### config.mk
export PLATFORM = sky130hd
export DESIGN_NAME = frame_sequencer_flat
export DESIGN_NICKNAME = d
export VERILOG_FILES = /design/src/rtl/frame_seq_pkg.sv /design/src/rtl/frame_sequencer_if.sv /design/src/rtl/fb_clear_engine.sv /design/src/rtl/frame_sequencer.sv /design/src/flat_wrapper.sv
export SDC_FILE = /design/constraint.sdc
export NUM_CORES = 1
export LEC_CHECK = 0
export ABC_CLOCK_PERIOD_IN_PS = 2500
export CORE_UTILIZATION = 55
export DETAILED_ROUTE_END_ITERATION = 7
export DONT_BUFFER_PORTS = 1
export GPL_TIMING_DRIVEN = 0
export PLACE_DENSITY = 0.7
export SYNTH_ARGS = -nofsm -noshare
export SYNTH_HDL_FRONTEND = slang
export SYNTH_SLANG_ARGS = --single-unit
### constraint.sdc
create_clock -name clk -period 2.5 [get_ports clk]
set_input_delay 0.375 -clock clk [delete_from_list [all_inputs] [get_ports clk]]
set_output_delay 0.375 -clock clk [all_outputs]
set_load 0.05 [all_outputs]
### src/rtl/frame_seq_pkg.sv
// Shared state encoding and default buffer geometry for the frame sequencer
// and the memory models that sit around it.
package frame_seq_pkg;

  typedef enum logic [2:0] {
    IDLE      = 3'd0,
    CLEAR     = 3'd1,
    LAUNCH    = 3'd2,
    WAIT_BUSY = 3'd3,
    RENDER    = 3'd4,
    DONE      = 3'd5
  } state_t;

  localparam int unsigned FB_DEPTH_DEF       = 76800;
  localparam int unsigned TIMEOUT_CYCLES_DEF = 25_000_000;
  localparam logic [11:0] CLEAR_PIXEL_DEF    = 12'h000;
  localparam logic [7:0]  CLEAR_Z_DEF        = 8'hFF;

endpackage

### src/rtl/frame_sequencer_if.sv
// One buffer write port (address, write enable, data); used for both the
// frame buffer and the Z-buffer, on the rasterizer side and the memory side.
interface frame_sequencer_if #(
  parameter int ADDR_W = 17,
  parameter int DATA_W = 12
);

  logic [ADDR_W-1:0] addr;
  logic              we;
  logic [DATA_W-1:0] data;

  modport master (output addr, we, data);
  modport slave  (input  addr, we, data);

endinterface

### src/rtl/fb_clear_engine.sv
// Buffer clear address generator: after a start pulse it walks 0..DEPTH-1,
// one address per cycle, and flags the final address.
module fb_clear_engine
  import frame_seq_pkg::*;
#(
  parameter int unsigned DEPTH  = FB_DEPTH_DEF,
  parameter int unsigned ADDR_W = 17
) (
  input  logic              clk,
  input  logic              rst_n,
  input  logic              start,
  output logic [ADDR_W-1:0] addr,
  output logic              we,
  output logic              last
);

  logic [ADDR_W-1:0] addr_q;
  logic              run_q;

  assign addr = addr_q;
  assign we   = run_q;
  assign last = run_q && (addr_q == ADDR_W'(DEPTH - 1));

  always_ff @(posedge clk or negedge rst_n) begin
    if (!rst_n) begin
      addr_q <= '0;
      run_q  <= 1'b0;
    end else if (start) begin
      addr_q <= '0;
      run_q  <= 1'b1;
    end else if (run_q) begin
      if (last) begin
        addr_q <= '0;
        run_q  <= 1'b0;
      end else begin
        addr_q <= addr_q + ADDR_W'(1);
      end
    end
  end

endmodule

### src/rtl/frame_sequencer.sv
// Per-frame controller: clears FB/ZB, launches geometry, waits for the
// rasterizer under a watchdog, and owns the shared buffer write ports.
//
// state     | meaning
// IDLE      | waiting for a start edge; frame index may advance
// CLEAR     | clear engine writes CLEAR_PIXEL / CLEAR_Z to every address
// LAUNCH    | one-cycle geometry start pulse
// WAIT_BUSY | waiting for the rasterizer to report busy
// RENDER    | waiting for the rasterizer to go idle
// DONE      | one-cycle completion pulse (with timeout flag on expiry)
module frame_sequencer
  import frame_seq_pkg::*;
#(
  parameter int unsigned      FB_DEPTH       = FB_DEPTH_DEF,
  parameter int unsigned      ADDR_W         = 17,
  parameter int unsigned      PIX_W          = 12,
  parameter int unsigned      Z_W            = 8,
  parameter logic [PIX_W-1:0] CLEAR_PIXEL    = CLEAR_PIXEL_DEF,
  parameter logic [Z_W-1:0]   CLEAR_Z        = CLEAR_Z_DEF,
  parameter int unsigned      FRAME_W        = 4,
  parameter int unsigned      TIMEOUT_CYCLES = TIMEOUT_CYCLES_DEF
) (
  input  logic               clk,
  input  logic               rst_n,
  input  logic               i_start,
  input  logic               i_increment_frame,
  input  logic               i_rast_busy,
  frame_sequencer_if.slave   r_fb,
  frame_sequencer_if.slave   r_zb,
  frame_sequencer_if.master  fb,
  frame_sequencer_if.master  zb_w,
  output logic               o_geom_start,
  output logic [FRAME_W-1:0] o_frame_idx,
  output logic               o_busy,
  output logic               o_frame_done,
  output logic               o_timeout
);

  localparam int unsigned WD_W = $clog2(TIMEOUT_CYCLES);

  state_t             state_q, state_d;
  logic               start_q, inc_q;
  logic               start_edge, inc_edge;
  logic [WD_W-1:0]    wd_q;
  logic               wd_expire, in_watch;
  logic               timeout_q;
  logic [FRAME_W-1:0] frame_idx_q;
  logic               clr_start, clr_we, clr_last;
  logic [ADDR_W-1:0]  clr_addr;

  assign start_edge = i_start & ~start_q;
  assign inc_edge   = i_increment_frame & ~inc_q;
  assign in_watch   = (state_q == WAIT_BUSY) || (state_q == RENDER);
  // The counter is about to reach TIMEOUT_CYCLES-1 on this edge.
  assign wd_expire  = (wd_q == WD_W'(TIMEOUT_CYCLES - 2));
  assign clr_start  = (state_q == IDLE) && start_edge;

  fb_clear_engine #(
    .DEPTH  (FB_DEPTH),
    .ADDR_W (ADDR_W)
  ) u_clear (
    .clk   (clk),
    .rst_n (rst_n),
    .start (clr_start),
    .addr  (clr_addr),
    .we    (clr_we),
    .last  (clr_last)
  );

  always_ff @(posedge clk or negedge rst_n) begin
    if (!rst_n) begin
      state_q     <= IDLE;
      start_q     <= 1'b0;
      inc_q       <= 1'b0;
      wd_q        <= '0;
      timeout_q   <= 1'b0;
      frame_idx_q <= '0;
    end else begin
      state_q   <= state_d;
      start_q   <= i_start;
      inc_q     <= i_increment_frame;
      timeout_q <= in_watch && wd_expire;
      if (in_watch) begin
        wd_q <= wd_q + WD_W'(1);
      end else begin
        wd_q <= '0;
      end
      if ((state_q == IDLE) && inc_edge) begin
        frame_idx_q <= frame_idx_q + FRAME_W'(1);
      end
    end
  end

  always_comb begin
    state_d = state_q;
    case (state_q)
      IDLE:      if (start_edge) state_d = CLEAR;
      CLEAR:     if (clr_last) state_d = LAUNCH;
      LAUNCH:    state_d = WAIT_BUSY;
      WAIT_BUSY: begin
        if (wd_expire) state_d = DONE;
        else if (i_rast_busy) state_d = RENDER;
      end
      RENDER:    if (wd_expire || !i_rast_busy) state_d = DONE;
      DONE:      state_d = IDLE;
      default:   state_d = IDLE;
    endcase
  end

  assign o_busy       = (state_q != IDLE);
  assign o_geom_start = (state_q == LAUNCH);
  assign o_frame_done = (state_q == DONE);
  assign o_timeout    = (state_q == DONE) && timeout_q;
  assign o_frame_idx  = frame_idx_q;

  // Rasterizer writes are dropped while clearing; otherwise zero-latency pass-through.
  always_comb begin
    if (state_q == CLEAR) begin
      fb.addr   = clr_addr;
      fb.we     = clr_we;
      fb.data   = CLEAR_PIXEL;
      zb_w.addr = clr_addr;
      zb_w.we   = clr_we;
      zb_w.data = CLEAR_Z;
    end else begin
      fb.addr   = r_fb.addr;
      fb.we     = r_fb.we;
      fb.data   = r_fb.data;
      zb_w.addr = r_zb.addr;
      zb_w.we   = r_zb.we;
      zb_w.data = r_zb.data;
    end
  end

endmodule

### src/flat_wrapper.sv
// flat-port wrapper written by rule: the top's interface ports become plain ports
module frame_sequencer_flat import frame_seq_pkg::*;
#(
  parameter int unsigned      FB_DEPTH       = FB_DEPTH_DEF,
  parameter int unsigned      ADDR_W         = 17,
  parameter int unsigned      PIX_W          = 12,
  parameter int unsigned      Z_W            = 8,
  parameter logic [PIX_W-1:0] CLEAR_PIXEL    = CLEAR_PIXEL_DEF,
  parameter logic [Z_W-1:0]   CLEAR_Z        = CLEAR_Z_DEF,
  parameter int unsigned      FRAME_W        = 4,
  parameter int unsigned      TIMEOUT_CYCLES = TIMEOUT_CYCLES_DEF
)
  (clk, rst_n, i_start, i_increment_frame, i_rast_busy, o_geom_start, o_frame_idx, o_busy, o_frame_done, o_timeout, r_fb_addr, r_fb_we, r_fb_data, r_zb_addr, r_zb_we, r_zb_data, fb_addr, fb_we, fb_data, zb_w_addr, zb_w_we, zb_w_data);
  frame_sequencer_if #(.ADDR_W(ADDR_W), .DATA_W(12)) r_fb_i ();
  frame_sequencer_if #(.ADDR_W(ADDR_W), .DATA_W(8)) r_zb_i ();
  frame_sequencer_if #(.ADDR_W(ADDR_W), .DATA_W(12)) fb_i ();
  frame_sequencer_if #(.ADDR_W(ADDR_W), .DATA_W(8)) zb_w_i ();
  input  logic clk;
  input  logic rst_n;
  input  logic i_start;
  input  logic i_increment_frame;
  input  logic i_rast_busy;
  output logic o_geom_start;
  output logic [FRAME_W-1:0] o_frame_idx;
  output logic o_busy;
  output logic o_frame_done;
  output logic o_timeout;
  input wire logic [$bits(r_fb_i.addr)-1:0] r_fb_addr;
  input wire logic [$bits(r_fb_i.we)-1:0] r_fb_we;
  input wire logic [$bits(r_fb_i.data)-1:0] r_fb_data;
  input wire logic [$bits(r_zb_i.addr)-1:0] r_zb_addr;
  input wire logic [$bits(r_zb_i.we)-1:0] r_zb_we;
  input wire logic [$bits(r_zb_i.data)-1:0] r_zb_data;
  output wire logic [$bits(fb_i.addr)-1:0] fb_addr;
  output wire logic [$bits(fb_i.we)-1:0] fb_we;
  output wire logic [$bits(fb_i.data)-1:0] fb_data;
  output wire logic [$bits(zb_w_i.addr)-1:0] zb_w_addr;
  output wire logic [$bits(zb_w_i.we)-1:0] zb_w_we;
  output wire logic [$bits(zb_w_i.data)-1:0] zb_w_data;
  assign r_fb_i.addr = r_fb_addr;
  assign r_fb_i.we = r_fb_we;
  assign r_fb_i.data = r_fb_data;
  assign r_zb_i.addr = r_zb_addr;
  assign r_zb_i.we = r_zb_we;
  assign r_zb_i.data = r_zb_data;
  assign fb_addr = fb_i.addr;
  assign fb_we = fb_i.we;
  assign fb_data = fb_i.data;
  assign zb_w_addr = zb_w_i.addr;
  assign zb_w_we = zb_w_i.we;
  assign zb_w_data = zb_w_i.data;
  frame_sequencer #(.FB_DEPTH(FB_DEPTH), .ADDR_W(ADDR_W), .PIX_W(PIX_W), .Z_W(Z_W), .CLEAR_PIXEL(CLEAR_PIXEL), .CLEAR_Z(CLEAR_Z), .FRAME_W(FRAME_W), .TIMEOUT_CYCLES(TIMEOUT_CYCLES)) u_core (.clk(clk), .rst_n(rst_n), .i_start(i_start), .i_increment_frame(i_increment_frame), .i_rast_busy(i_rast_busy), .r_fb(r_fb_i), .r_zb(r_zb_i), .fb(fb_i), .zb_w(zb_w_i), .o_geom_start(o_geom_start), .o_frame_idx(o_frame_idx), .o_busy(o_busy), .o_frame_done(o_frame_done), .o_timeout(o_timeout));
endmodule
After elaboration in Yosys (flattened, before gate mapping)
Index checks and enable logic that the tools add are counted.

$add $sub $neg: 3. Multipliers: 0. Divide/modulo/power cells: 0. Magnitude comparators: 0. Eq/ne operators: 11. Shift operators: 0. Mux-type cells: 19. Bitwise gates (word level): 4. Reduce and logical (&&, ||, !) cells: 12.

Operator list (count): 17-bit 2-to-1 mux (5); 25-bit by 1-bit adder with 25-bit output, second input constant (1); 25-bit == test, second input constant (1); 25-bit 2-to-1 mux (1); 17-bit by 1-bit adder with 17-bit output, second input constant (1); 17-bit == test, second input constant (1); 3-bit 2-to-1 mux (5); 3-bit one-hot mux with 5 select lines (1); 12-bit 2-to-1 mux (1); 8-bit 2-to-1 mux (1); 3-bit by 2-bit == test with 1-bit output, second input constant (2); 3-bit == test, second input constant (2); 1-bit logical AND (5); 1-bit 2-to-1 mux (5); 4-bit by 1-bit adder with 4-bit output, second input constant (1); 2-bit by 1-bit inequality test with 1-bit output, second input constant (2); 4-bit AND reduction (1); 3-bit by 1-bit == test with 1-bit output, second input constant (1); 3-bit zero test (1); 3-bit by 2-bit inequality test with 1-bit output, second input constant (1); 3-bit nonzero test (1); 1-bit bitwise AND (2); 1-bit logical OR (2); 2-bit inequality test, second input constant (1); other kinds (3) (4).

Bits in registers: 53. Latch bits: 0. Bits in writable memories: 0. Memory bits (read-only): 0. Output and inout bits: 64. Memories: 0.

Longest topological paths before layout
Gate-level depths: netlist of the first run.

Depth in word-level cells: 5. Depth in mapped cells: 7.

Hierarchy
Synthesis of the first run repeated with hierarchy kept, for this count alone.

Cells, all modules: 408. Area total of the unflattened synthesis: 3321.9 sq um.

Modules (own cells, without submodules): frame_sequencer (instances 1, cells each 297, area each 2296.0 sq um); fb_clear_engine (instances 1, cells each 111, area each 1026.0 sq um).

Worst setup path after synthesis of the first run
No wires, ideal clock.

Kind: reg2out. From: register u_core.state_q[0]. To: output port o_geom_start. Arrival: 1.781 ns. Setup slack: 0.344 ns. Stages on the path, launching flop included: 3. Cells stage by stage: dfrtp_1 -> buf_2 -> nor3b_1.

Word-level cells in the longest chain between the ends: 1.

RTL lines: start, declared (line frame_sequencer.sv:41) `state_t state_q, state_d;`; start signal, assigned (line frame_sequencer.sv:79) `state_q <= state_d;`; 3-bit by 2-bit == test with 1-bit output (line frame_sequencer.sv:111) `assign o_geom_start = (state_q == LAUNCH);`; end, declared (line flat_wrapper.sv:23) `output logic o_geom_start;`.

Every way passes these cells.

Final worst setup path of the first run
From: register u_core.state_q[1]. To: output port o_timeout.

Word-level cells in the longest chain between the ends: 2.

RTL lines: 3-bit == test; net o_frame_done (line flat_wrapper.sv:26) `output logic o_frame_done;`; 1-bit logical AND (line frame_sequencer.sv:113) `assign o_timeout = (state_q == DONE) && timeout_q;`; end, declared (line flat_wrapper.sv:27) `output logic o_timeout;`.

The timed path passes the listed nets, and every way through them passes these cells.

==> results summary, run 1 <==
The run finished with clean final reports. The count of port buffers added during placement is 0. The cell sitting at the root of the clock tree is a clkbuf_8. Registers take 0.00133 mm^2. The post-CTS setup buffer count is 0. The sequential area share after synthesis came out at 41.0%. The number of antenna violations at the first check in global routing came to 0.

The number of standard-cell rows in the floorplan came out at 27. The final hold violation count came out at 0. The number of endpoints failing setup at the final stage is 0. The minimum hold slack is 0.0728 ns. The summed negative setup slack over all endpoints came out at 0 ns. The number of CTS-inserted buffers came out at 5. For this block, the via count after detailed routing is 2616. The commonest cells after synthesis are 111 x nand2_1, 53 x dfrtp_1, 44 x nor2_1, 24 x xnor2_1, 16 x and2_1. The instance count of the mapped netlist is 393.

Of all cell types, the one taking the most synthesized area is dfrtp_1. In the synthesized netlist the async set-or-reset flop fraction comes to 100%. After Yosys synthesis, XOR and XNOR cells account for 10.0% of the synthesized area. The maximum buffer depth of the clock tree is 2. The clock latency at the later pin of the worst-skew pair is 0.32 ns. The area of the die came out at 0.00619 mm^2. The growth of design area from synthesis to finish is 10.3%. When the netlist entered floorplanning its net count stood at 458. Entering global routing, the biggest net connects 54 pins.

The min-delay analysis places its worst path in the category in -> reg. By area the synthesized netlist is led by dfrtp_1 41%, nand2_1 13%, xnor2_1 6.5%. The overall power is 4.71 mW. The final critical path takes up 92.6% of the cycle. The layout cell share with drive strength beyond 1 is 18.9%.

The required time reported for the critical path endpoint came out at 2.12 ns. TritonCTS built the clock tree. The post-synthesis share of cell area spent on full adders, half adders and majority gates came out at 1.55%. The fraction of synthesized cell area taken by the top area cell type is 41.0%.

The total of flip-flops plus latches after synthesis came out at 53. Timing would allow up to 432 MHz. The worst-path maximum fanout is 9. The global routing usage summed across all routing layers is 22.3%. Using the TritonRoute via totals, the vias-per-cell ratio works out to 5.51. The vertical die dimension is 78.7 um. The core occupancy in the finished layout came out at 64.0%. The post-layout minimum cycle time is 2.32 ns. The first-pass GRT wire length came out at 10900 um. The HPWL after detailed placement is 5050 um.

In this run the tightest slew margin relative to its limit is 37.1%. The total number of nets in the final design is 467. The layout filler cell count is 499.

Setup repair after global routing left no endpoint under its margin. The distinct cell type count after synthesis is 46. Between clock sinks in the finished design, the worst skew comes to 0.00902 ns. The critical path is of the reg -> out type. During synthesis, Yosys emitted a total of 0 warnings. Among all cell types in the netlist, the one instantiated most often is nand2_1. The area of the core came out at 0.00557 mm^2. The global placer's final weighted congestion is 0.819.

The cell area after synthesis came out at 0.00324 mm^2. The wire length after detailed routing is 6890 um. The number of DRC markers after the initial detailed-route iteration is 109. The number of antenna diodes in the final layout is 0. Pin placement for this block handled 125 I/O pins. The clock transition time at the flip-flop clock pins of the worst setup and hold paths came out at 0.11 ns. After synthesis, the largest family of logic cells by area is simple AND/OR/NAND/NOR gates. The maximum vdd ir drop is 1.22 mV. The area occupied by multi-input gates came out at 0.00192 mm^2. The die span in x came out at 78.7 um. The most used flip-flop cell after synthesis is dfrtp_1. The initial core utilization is 58.0%. The simple-gate area share of the yosys netlist is 39.6%. Max-cap violations in this run came to 0.

The power per standard cell area is 1320 mW/mm^2. The multiplexer share of the synthesized area came out at 1.04%. In this run the mean area of a mapped cell was 8.23 um^2. The arrival time of the worst setup path is 1.94 ns. The synthesized netlist devotes 4.02% of its cell area to compound gates.

The number of global-route vias before repair is 2366. The number of iterations in the first detailed-routing pass is 5. The actual transition at the worst max-transition pin is 0.940 ns. The leakage power of the design is 1.59 nW. After detailed routing, the average wire length per cell comes to 14.5 um. The number of max-slew violations in the final report is 0. The clock sink count is 53.

The remaining global-route overflow came out at 0. STA classifies the critical path startpoint as a flip-flop. The H-tree depth reported by CTS came out at 2. Once detail routing completed, the nets flagged for antenna violations numbered 0. The number of synthesized flops with an enable pin came out at 0.

The residual DRC count came out at 0. The worst setup path is captured at an output port. The setup slack on the worst flop-to-flop path is 0.46 ns.
cells in the final DEF (no fill, tap or decap), drive strengths merged, types with 11 or more instances in the layout:
master,synthesis,final
xor2,13,13
nand2b,11,11
nor2,44,44
nor3,11,11
nor4,12,12
xnor2,24,24
nand2,111,111
and2,16,16
nand4,14,14
clkbuf,8,13
nand3,13,13
dfrtp,53,53
repair_timing:
item                                    4_1_cts  5_1_grt
endpoints found under the hold margin        53        0
resized for setup                            14       34
hold buffers                                  2        0
endpoints found under the setup margin       40       40
registers in the layout, summed over array words and instances (netlist names):
signal	flops
u_core.wd_q	25
u_core.u_clear.addr	17
u_core.o_frame_idx	4
u_core.state_q	3
u_core.inc_q	1
u_core.start_q	1
u_core.timeout_q	1
u_core.u_clear.we	1
layer usage:
metal  share of wire [%]  global-route usage, %  vias up  wire length [um]
li1                    -                      -     1324                 -
met1                  44                   28.5     1211              3060
met2                  51                   38.4       74              3500
met3                 4.0                   4.14        7               277
met4                0.94                   6.67        0                65
met5                   0                      0        -                 0
critical path: stages, from the launching register on:
cell,delay [ns]
dfrtp_1,0.37
buf_2,0.18
and3b_1,0.56
and2_1,0.52
cell type report:
class	instances	share of cell area [%]
Clock buffer	5	1.93
Timing Repair Buffer	2	1.05
Tap cell	72	2.52
Clock inverter	3	0.806
Inverter	6	0.631
Multi-Input combinational cell	318	53.8
Sequential cell	53	37.2
Buffer	16	2.14
stage by stage:
step	cell area, um^2	std cells	worst slack (ns)
6_report	3570	475	0.184
5_1_grt	3570	475	0.0495
3_3_place_gp	3330	465	0.229
4_1_cts	3490	475	0.00195
3_5_place_dp	3330	465	0.211
2_1_floorplan	3240	393	0.344
where the power goes:
part           internal (mW)  switching, mW
Combinational          0.506           2.51
Sequential             0.955          0.217
Clock                  0.210          0.316
Total                   1.67           3.04
worst paths after layout:
check,start,to,cells after the start
max in group asynchronous,rst_n,u_core.u_clear.addr[1],2
min,i_increment_frame,u_core.inc_q,0
max reg2reg,u_core.state_q[0],u_core.u_clear.addr[4],7
max,u_core.state_q[1],o_timeout,3
min reg2reg,u_core.wd_q[0],u_core.wd_q[0],1
min in group asynchronous,rst_n,u_core.o_frame_idx[1],2
kinds of logic (layout without fill, tap and decap cells):
kind of cell	after synthesis	after routing
and+or+nand+nor	255	255
DFF	53	53
xor gates and xnor gates	37	37
buffers and inverters	22	32
AOI/OAI and AO/OA	19	19
adders and majority gates	4	4
muxes	3	3
Power figures use the tool's default switching activity.
==> inputs of run 2 (changes only) <==
--- a/config.mk
+++ b/config.mk
@@ -6,6 +6,7 @@
 export NUM_CORES = 1
 export LEC_CHECK = 0
 export ABC_CLOCK_PERIOD_IN_PS = 2500
+export CORE_MARGIN = 2
 export CORE_UTILIZATION = 55
 export DETAILED_ROUTE_END_ITERATION = 7
 export DONT_BUFFER_PORTS = 1
==> results summary, run 2 (same netlist as run 1, synthesis figures left out) <==
The signal on the critical path passes through buf_2, and3b_1, and2_1. The worst slack after detailed placement came out at 0.230 ns (+0.0184 ns). The relative slew slack is 36.8% (-0.25 points). Setup repair after global routing left no endpoint under its margin.

The initial core utilization came out at 57.7% (-0.35 points). The worst hold path belongs to the class in -> reg. The number of maximum-capacitance constraint violations is 0 (unchanged). Among cell families on the critical path, the largest total delay comes from simple AND/OR/NAND/NOR gates.

Leaving out fill and tap cells, the most frequent cell in the layout is nand2_1. The CTS tree is yes. The buffer and inverter count on the worst path came out at 1 (unchanged).

The register with the most flip-flops in the final layout is u_core.wd_q. The worst-case setup margin in the final layout came to 0.200 ns (+0.0160 ns). The area of the core came out at 0.00561 mm^2 (+0.61%).

Among all stages on the critical path, the largest delay is contributed by and3b_1. The global placer's final weighted congestion was 0.812 (-0.87%). The number of DRC markers after the initial detailed-route iteration came to 132 (+21%). The layout cell share with drive strength beyond 1 is 18.9% (unchanged).

The H-tree depth reported by CTS is 2 (unchanged). The layout filler cell count is 506 (+1.4%). The arrival time of the worst setup path was 1.92 ns (-0.02 ns). STA classifies the critical path endpoint as an output port.

The vertical die dimension is 80.7 um (+2.5%). The residual DRC count came out at 0 (unchanged). The number of iterations in the first detailed-routing pass was 4 (-1). The setup skew after layout came out at 0.00671 ns (-0.00231 ns). The flip-flop count of the largest register, all copies and words added is 25 (unchanged). The number of antenna violations at the first check in global routing came out at 0 (unchanged). The remaining global-route overflow is 0 (unchanged).

The post-CTS setup buffer count is 0 (unchanged). The area of the die is 0.00651 mm^2 (+5.1%). The count of pins on the block boundary came out at 125 (unchanged).

The maximum buffer depth of the clock tree is 2 (unchanged). The first-pass GRT wire length came out at 11300 um (+3.0%). The global routing usage summed across all routing layers came out at 22.1% (-0.20 points). The wire length after detailed routing came to 6960 um (+0.97%). The number of placed cells counting well taps is 465 (unchanged).

The number of global-route vias before repair is 2418 (+2.2%). The clock latency at the later pin of the worst-skew pair is 0.30 ns (-0.02 ns). The pin count of the biggest net entering global routing came out at 54 (unchanged). The number of endpoints failing setup at the final stage came out at 0 (unchanged). The number of antenna repair diodes came out at 0 (unchanged). The final non-filler cell total is 475 (unchanged). The number of standard-cell rows in the floorplan is 27 (unchanged). The average wire per cell in the routed design came out at 14.7 um (+0.97%).

The worst-path maximum fanout came out at 9 (unchanged). The count of port buffers added during placement is 0 (unchanged). The largest stage delay on the critical path is 0.56 ns (about the same). In the layout the commonest cells are 75 x nand2_1, 53 x dfrtp_1, 44 x nor2_1, 36 x nand2_2, 24 x xnor2_1. The via density per instance came out at 5.58 (+1.3%). The number of CTS-inserted buffers is 5 (unchanged). The growth of design area from synthesis to finish is 10.1%. The post-layout minimum cycle time came out at 2.30 ns (-0.0160 ns). The required time reported for the critical path endpoint came out at 2.12 ns (about the same). The overall power is 4.67 mW (-0.83%). The remaining number of nets flagged by the antenna check after routing came to 0 (unchanged). The maximum achievable frequency is 435 MHz (+0.70%).

The worst setup path is launched from a flip-flop. The leakage power of the design came out at 1.58 nW (-0.89%). The clock sink count came out at 53 (unchanged). The die span in x is 80.7 um (+2.5%). The number of max-slew violations in the final report came out at 0 (unchanged). The power per standard cell area is 1310 mW/mm^2 (-0.65%).

The portion of the clock cycle consumed by the worst path in the final layout came out at 92.0% (-0.64 points). The clock transition time at the flip-flop clock pins of the worst setup and hold paths is 0.10 ns (about the same). The run finished with clean final reports. The HPWL after detailed placement is 5110 um (+1.3%). The total number of nets in the final design came out at 467 (unchanged). The actual transition at the worst max-transition pin came to 0.943 ns (+0.00367 ns). In this run the clock root is driven by a clkbuf_8. The critical path is of the reg -> out type. The maximum vdd ir drop came to 1.14 mV (-6.3%).

The total via count after detailed routing is 2651 (+1.3%). The final hold violation count came to 0 (unchanged).
[run 2: path summary, 6_finish.rpt]
check / from / slack (ns) / depth (start not counted) / to
worst max-delay path: u_core.state_q[1] / 0.20 / 3 / o_timeout
worst min-delay path: i_start / 0.09 / 0 / u_core.start_q
worst max register to register: u_core.state_q[0] / 0.43 / 7 / u_core.u_clear.addr[14]
worst min register to register: u_core.wd_q[0] / 0.49 / 1 / u_core.wd_q[0]
max in group asynchronous: rst_n / 1.71 / 2 / u_core.timeout_q
min in group asynchronous: rst_n / 0.56 / 2 / u_core.wd_q[7]
[run 2: final cells by class]
cell class | instances | area (um^2) | share of cell area [%]
Inverter | 6 | 22.5 | 0.632
Multi-Input combinational cell | 318 | 1920 | 53.8
Tap cell | 72 | 90.1 | 2.53
Timing Repair Buffer | 2 | 37.5 | 1.05
Sequential cell | 53 | 1330 | 37.2
Clock buffer | 5 | 68.8 | 1.93
Clock inverter | 3 | 22.5 | 0.632
Buffer | 16 | 76.3 | 2.14
[run 2: what timing repair did]
action / CTS / global route
endpoints found under the hold margin: 53 / 0
gates cloned: 0 / 0
hold buffers: 2 / 0
gates resized for setup: 29 / 20
setup endpoints to repair: 40 / 40
pin swaps: 0 / 0
[run 2: per-layer routing]
layer / vias up / routed length [um] / GRT usage, %
met4: 0 / 76 / 6.95
met5: - / 0 / 0
li1: 1324 / - / -
met3: 7 / 301 / 3.15
met1: 1234 / 2980 / 28.1
met2: 86 / 3600 / 39.0
[run 2: stage by stage]
step	area, um^2	TNS, ns	utilization (%)	hold WS [ns]
3_5_place_dp	3330	0	59.4	0.0808
2_1_floorplan	3240	0	-	0.0794
6_report	3560	0	63.5	0.0860
3_3_place_gp	3330	0	59.3	0.0811
5_1_grt	3560	0	63.5	0.0675
4_1_cts	3520	-0.0396	62.9	0.0760
[run 2: worst register-to-register path, delay by kind of cell, from the launching register on]
family                    cells  cell delay [ns]
buffers and inverters         2             0.48
and+or+nand+nor               3             0.51
xor gates and xnor gates      1             0.17
AOI/OAI and AO/OA             1             0.47
DFF                           1             0.37
[run 2: where the power goes]
part	internal (mW)	switching [mW]	total [mW]
registers	0.955	0.217	1.17
logic	0.505	2.50	3.01
clock network	0.197	0.295	0.492
total	1.66	3.01	4.67
